`config.mk`:
```
export PLATFORM = sky130hd
export DESIGN_NAME = eth_tx_arbiter
export DESIGN_NICKNAME = d
export VERILOG_FILES = /design/src/rtl/eth_tx_arbiter.sv
export SDC_FILE = /design/constraint.sdc
export NUM_CORES = 1
export LEC_CHECK = 0
export ABC_AREA = 1
export BUFFER_PORTS_ARGS = -buffer_cell sky130_fd_sc_hd__buf_2
export CORE_MARGIN = 1
export CORE_UTILIZATION = 61
export DETAILED_ROUTE_END_ITERATION = 16
export MAX_ROUTING_LAYER = met4
export PLACE_DENSITY_LB_ADDON = 0.15
export SLEW_MARGIN = 40
export SYNTH_ARGS = -nofsm -noshare
export SYNTH_HDL_FRONTEND = slang
export SYNTH_SLANG_ARGS = --single-unit
```
`constraint.sdc`:
```
create_clock -name tx_clk -period 2.6 [get_ports tx_clk]
set_input_delay 0.39 -clock tx_clk [delete_from_list [all_inputs] [get_ports tx_clk]]
set_output_delay 0.39 -clock tx_clk [all_outputs]
set_load 0.05 [all_outputs]
```
`src/rtl/eth_tx_arbiter.sv`:
```
// Packet-granular round-robin arbiter in front of the MAC TX byte stream.
// Never interleaves packets; stalled or oversize source packets become tuser aborts.
module eth_tx_arbiter #(
  parameter int unsigned NUM_PORTS     = 2,
  parameter int unsigned MAX_BYTES     = 1514,
  parameter int unsigned STALL_TIMEOUT = 1024
) (
  input  logic                   tx_clk,
  input  logic                   rst,
  input  logic [8*NUM_PORTS-1:0] s_tdata,
  input  logic [NUM_PORTS-1:0]   s_tlast,
  input  logic [NUM_PORTS-1:0]   s_tuser,
  input  logic [NUM_PORTS-1:0]   s_tvalid,
  output logic [NUM_PORTS-1:0]   s_tready,
  output logic [7:0]             m_tdata,
  output logic                   m_tlast,
  output logic                   m_tuser,
  output logic                   m_tvalid,
  input  logic                   m_tready,
  output logic [NUM_PORTS-1:0]   grant,
  output logic                   pkt_done,
  output logic [15:0]            abort_count
);

  localparam int unsigned PW  = (NUM_PORTS > 1) ? $clog2(NUM_PORTS) : 1;
  localparam int unsigned BCW = 11;
  localparam int unsigned SCW = 16;
  localparam int unsigned ACW = 16;
  localparam logic [BCW-1:0] BYTE_LAST  = BCW'(MAX_BYTES - 1);
  localparam logic [SCW-1:0] STALL_LAST = SCW'(STALL_TIMEOUT - 1);
  localparam logic [PW:0]    PORTS_EXT  = (PW+1)'(NUM_PORTS);

  typedef enum logic [1:0] {
    ST_IDLE,
    ST_PASS,
    ST_ABORT,
    ST_DRAIN
  } state_t;

  state_t               state, state_nxt;
  logic [PW-1:0]        gidx, gidx_nxt;
  logic [PW-1:0]        rr_ptr, rr_ptr_nxt;
  logic [NUM_PORTS-1:0] grant_nxt;
  logic [BCW-1:0]       byte_cnt, byte_cnt_nxt;
  logic [SCW-1:0]       stall_cnt, stall_cnt_nxt;
  logic [ACW-1:0]       abort_count_nxt;
  logic                 pkt_done_nxt;
  logic                 abort_inc;

  logic [7:0]           g_tdata;
  logic                 g_tlast, g_tuser, g_tvalid;
  logic                 pick_valid;
  logic [PW-1:0]        pick_idx;
  logic [PW:0]          cand;
  logic [PW:0]          rr_inc;
  logic                 oversize;

  assign g_tdata  = s_tdata[{gidx, 3'b000} +: 8];
  assign g_tlast  = s_tlast[gidx];
  assign g_tuser  = s_tuser[gidx];
  assign g_tvalid = s_tvalid[gidx];
  assign oversize = (byte_cnt == BYTE_LAST) && !g_tlast;

  // Round-robin scan starting at rr_ptr, wrapping modulo NUM_PORTS.
  always_comb begin
    pick_valid = 1'b0;
    pick_idx   = '0;
    cand       = '0;
    for (int unsigned k = 0; k < NUM_PORTS; k++) begin
      cand = {1'b0, rr_ptr} + (PW+1)'(k);
      if (cand >= PORTS_EXT) cand = cand - PORTS_EXT;
      if (!pick_valid && s_tvalid[cand[PW-1:0]]) begin
        pick_valid = 1'b1;
        pick_idx   = cand[PW-1:0];
      end
    end
    rr_inc = {1'b0, pick_idx} + (PW+1)'(1);
    if (rr_inc >= PORTS_EXT) rr_inc = '0;
  end

  always_comb begin
    state_nxt     = state;
    gidx_nxt      = gidx;
    grant_nxt     = grant;
    rr_ptr_nxt    = rr_ptr;
    byte_cnt_nxt  = byte_cnt;
    stall_cnt_nxt = stall_cnt;
    pkt_done_nxt  = 1'b0;
    abort_inc     = 1'b0;
    m_tdata       = '0;
    m_tlast       = 1'b0;
    m_tuser       = 1'b0;
    m_tvalid      = 1'b0;
    s_tready      = '0;

    case (state)
      ST_IDLE: begin
        if (pick_valid) begin
          gidx_nxt      = pick_idx;
          grant_nxt     = NUM_PORTS'(1) << pick_idx;
          rr_ptr_nxt    = rr_inc[PW-1:0];
          byte_cnt_nxt  = '0;
          stall_cnt_nxt = '0;
          state_nxt     = ST_PASS;
        end
      end

      ST_PASS: begin
        m_tdata  = g_tdata;
        m_tlast  = g_tlast;
        m_tuser  = g_tuser;
        m_tvalid = g_tvalid;
        s_tready = grant & {NUM_PORTS{m_tready}};
        // The beat that would exceed the frame limit is turned into the abort beat.
        if (g_tvalid && oversize) begin
          m_tlast = 1'b1;
          m_tuser = 1'b1;
        end
        if (g_tvalid) begin
          if (m_tready) begin
            byte_cnt_nxt  = byte_cnt + BCW'(1);
            stall_cnt_nxt = '0;
            if (g_tlast) begin
              pkt_done_nxt = !g_tuser;
              grant_nxt    = '0;
              state_nxt    = ST_IDLE;
            end else if (oversize) begin
              abort_inc = 1'b1;
              state_nxt = ST_DRAIN;
            end else if (g_tuser) begin
              state_nxt = ST_DRAIN;
            end
          end
        end else begin
          stall_cnt_nxt = stall_cnt + SCW'(1);
          if (stall_cnt == STALL_LAST) state_nxt = ST_ABORT;
        end
      end

      ST_ABORT: begin
        m_tvalid = 1'b1;
        m_tlast  = 1'b1;
        m_tuser  = 1'b1;
        if (m_tready) begin
          abort_inc = 1'b1;
          state_nxt = ST_DRAIN;
        end
      end

      ST_DRAIN: begin
        s_tready = grant;
        if (g_tvalid && g_tlast) begin
          grant_nxt = '0;
          state_nxt = ST_IDLE;
        end
      end

      default: begin
        grant_nxt = '0;
        state_nxt = ST_IDLE;
      end
    endcase

    abort_count_nxt = abort_count;
    if (abort_inc && (abort_count != {ACW{1'b1}})) abort_count_nxt = abort_count + ACW'(1);
  end

  always_ff @(posedge tx_clk or posedge rst) begin
    if (rst) begin
      state       <= ST_IDLE;
      gidx        <= '0;
      grant       <= '0;
      rr_ptr      <= '0;
      byte_cnt    <= '0;
      stall_cnt   <= '0;
      abort_count <= '0;
      pkt_done    <= 1'b0;
    end else begin
      state       <= state_nxt;
      gidx        <= gidx_nxt;
      grant       <= grant_nxt;
      rr_ptr      <= rr_ptr_nxt;
      byte_cnt    <= byte_cnt_nxt;
      stall_cnt   <= stall_cnt_nxt;
      abort_count <= abort_count_nxt;
      pkt_done    <= pkt_done_nxt;
    end
  end

endmodule

```
==> results.txt <==
The flow ran to the end, and the final reports show no timing, DRC or antenna violations. The post-synthesis register bit count is 50. The final worst clock skew came out at 0.0121 ns. Counting I/O delays and the setup requirement, the final critical path takes 2.41 ns. Routability-driven placement finished with a final weighted congestion of 0.967. The number of instances in the synthesized netlist came out at 472.

By instance count, the leading cell after synthesis is sky130_fd_sc_hd__nand2_1. After synthesis, the share of flip-flops with an asynchronous set or reset is 1.00. By startpoint and endpoint, the worst setup path is classified as register to primary output. The actual transition at the worst max-transition pin came out at 0.633 ns.

The startpoint identified for the worst register-to-register timing path is state[0]. TritonCTS built the clock tree. In this run the standard cell core region covers 0.00517 mm2. The signal on the critical path passes through inv_1, ha_2, nand3_1, nor2_1, inv_1, o21ai_2, o21ai_0, inv_1, buf_2. The half-perimeter wire length of the detailed placement result is 5.87 mm. The highest cell delay on the worst timing path came out at 0.43 ns. For the worst-skew pair, the clock arrives at the later sink with an insertion delay of 0.31 ns. In the final routed layout, each cell accounts on average for 13.0 um. The power per cell area came out at 850 mW/mm2. The number of nets in the synthesized netlist is 506.

IR analysis of the VDD net gives a maximum drop of 0.886 mV. Sorting the synthesized cells by how often they occur yields sky130_fd_sc_hd__nand2_1 (135), sky130_fd_sc_hd__nor2_1 (76), sky130_fd_sc_hd__dfrtp_1 (50). The share of post-route cells with drive strength above 1 came out at 0.158. Row generation in the floorplan step produced 26 rows. The number of antenna violations at the first check in global routing was 0. The max-slew violation count was 0.

The cell type group with the largest total delay on the critical path is buffers and inverters. The cell type of the slowest stage on the worst timing path is sky130_fd_sc_hd__dfrtp_1. The die outline height is 75.7 um. The number of DRC violations after detailed-routing iteration 0 came out at 188.

The number of nets in the finished design came out at 563. The portion of the post-synthesis area used by sequential elements is 0.378. The Yosys step of the flow raised 0 warnings.

Setup total negative slack on the finished layout was measured at 0 ns. In the global route stage, overall resource usage came out at 0.294. The area growth from synthesis to final layout came out at 13.7%. For this design, the sink count on the clock tree is 50. The data arrival time of the critical path is 2.02 ns. After clock tree synthesis, the repair step resized 0 gates. The clock slew at the register clock pins of the worst setup and hold paths is 0.10 ns. The overall die area is 0.00573 mm2. Counting the buffers created by CTS gives 5. The initial core utilization is 0.641. Clock tree synthesis selected as its root buffer the cell sky130_fd_sc_hd__clkbuf_8.

For this design the static power due to leakage is 1.98 nW. The portion of the clock cycle consumed by the worst path in the final layout came out at 0.929. The number of H-tree levels came out at 2. The deepest clock path buffer count is 2. The share of the synthesized area in the top cell type came out at 0.378. The synthesized netlist contains 34 unique library cells. The cell taking the most area after synthesis is sky130_fd_sc_hd__dfrtp_1.

Along the worst path, the maximum fanout reaches 7. Static timing analysis puts the maximum clock frequency at 0.414 GHz. The global-route wire length before repair came out at 12.5 mm. Summing over every cut layer, the via total after detailed routing is 3,248. The final routed DRC violation total came out at 0. The min-delay analysis places its worst path in the category input port to asynchronous set/reset pin. The most frequent cell on the critical path is sky130_fd_sc_hd__inv_1. Together, buffers and inverters on the worst path number 4. In this run the tightest slew margin relative to its limit is 0.577. Total power for the finished layout comes to 3.20 mW. The maximum number of pins on one net before global-route repair came out at 31. STA puts the critical path data required time at 2.21 ns. The residual antenna-violating net count after detailed routing is 0. The wire length reported by the detailed router is 7.78 mm.

Port buffering added 56 buffers. The number of top-level pins came out at 57. The floorplan die width came out at 75.7 um. The final-report setup violation count came out at 0. In the post-synthesis netlist, the biggest area contributors are sky130_fd_sc_hd__dfrtp_1 (38%), sky130_fd_sc_hd__nand2_1 (15%), sky130_fd_sc_hd__nor2_1 (8.6%). Setup repair after global routing left no endpoint under its margin. The hold violation total from the final report is 0.

The filler-free cell count of the finished design is 600. Using the TritonRoute via totals, the vias-per-cell ratio works out to 5.41. The mapped cell area is 0.00331 mm2. The number of global-route vias before repair came out at 2,835.

The mean post-synth cell area came out at 7.02 um2. The hold-fix buffer count after cts came out at 0. The total inserted antenna cells came out at 0. The worst setup path is captured at a primary output.

The total congestion overflow came out at 0. The startpoint type of the worst setup path is a register. The filler cell count is 421. The iteration count of the initial detailed-routing pass is 5. The number of cells after detailed placement came out at 592. The number of buffers inserted to repair setup after CTS is 0. Yosys mapped a number of flops with a built-in enable equal to 0. The max-cap check violation count came out at 0. The dominant register cell in the synthesized netlist is sky130_fd_sc_hd__dfrtp_1.
## path summary, 6_finish.rpt
check / endpoint / slack [ns] / cells after the start
max in group asynchronous: byte_cnt[7] / 1.82 / 3
min in group tx_clk: pkt_done / 0.42 / 3
setup / recovery: m_tuser / 0.19 / 9
hold / removal: byte_cnt[6] / 0.15 / 2
setup reg to reg: stall_cnt[8] / 0.30 / 10
hold reg to reg: grant[0] / 0.51 / 2
## where the power goes
group	total, mW	switching, mW	internal (mW)
Combinational	1.66	1.24	0.419
Sequential	0.991	0.120	0.871
Clock	0.550	0.266	0.284
Total	3.20	1.63	1.57
## layout by cell type, fill, tap and decap left out, types with 9 or more instances in the layout
cell and count:
sky130_fd_sc_hd__nand2_1 134, sky130_fd_sc_hd__nor2_1 76, sky130_fd_sc_hd__buf_2 56, sky130_fd_sc_hd__dfrtp_1 49, sky130_fd_sc_hd__inv_1 45, sky130_fd_sc_hd__nand3_1 33, sky130_fd_sc_hd__o21ai_0 28, sky130_fd_sc_hd__nand4_1 26
sky130_fd_sc_hd__xor2_1 12, sky130_fd_sc_hd__xnor2_1 9
## flip-flops by register name, indices dropped and copies added (netlist names), named ones only
register,flops
grant,2
gidx,1
byte_cnt,11
rr_ptr,1
abort_count,16
state,1
stall_cnt,16
pkt_done,1
## area by class of cell
class	instances	area (um2)	area share
clock buffers	5	68.8	0.0183
clock inverters	3	40.0	0.0106
inverters	50	188	0.0498
multi-input cells	360	1810	0.479
flip-flops and latches	50	1250	0.332
well taps	70	87.6	0.0232
repair buffers	62	325	0.0864
## metal layers
layer | share of wire | up-vias | wire (um) | GRT usage
met3 | 0.061 | 16 | 471 | 0.0476
met4 | 0.016 | 0 | 121 | 0.107
met1 | 0.43 | 1473 | 3380 | 0.372
met5 | 0 | - | 0 | -
met2 | 0.49 | 119 | 3810 | 0.478
li1 | - | 1640 | - | -
## cell families (layout without fill, tap and decap cells)
kind of cell,after synthesis,count (layout),synth area share
AOI/OAI and AO/OA,49,49,0.0842
xor gates and xnor gates,21,21,0.0555
adders and majority gates,9,9,0.0340
buffers and inverters,62,120,0.0793
DFF,50,50,0.378
and+or+nand+nor,281,281,0.370
## through the flow
stage / util / area, um2 / setup WS (ns) / hold slack [ns]
floorplan: - / 3310 / 0.213 / 0.453
global placement: 0.706 / 3650 / 0.369 / 0.477
detailed placement: 0.706 / 3650 / 0.269 / 0.488
CTS: 0.727 / 3760 / 0.121 / 0.174
global route: 0.728 / 3770 / 0.0335 / 0.204
finish: 0.728 / 3770 / 0.185 / 0.153
(Power assumes the default switching activity.)
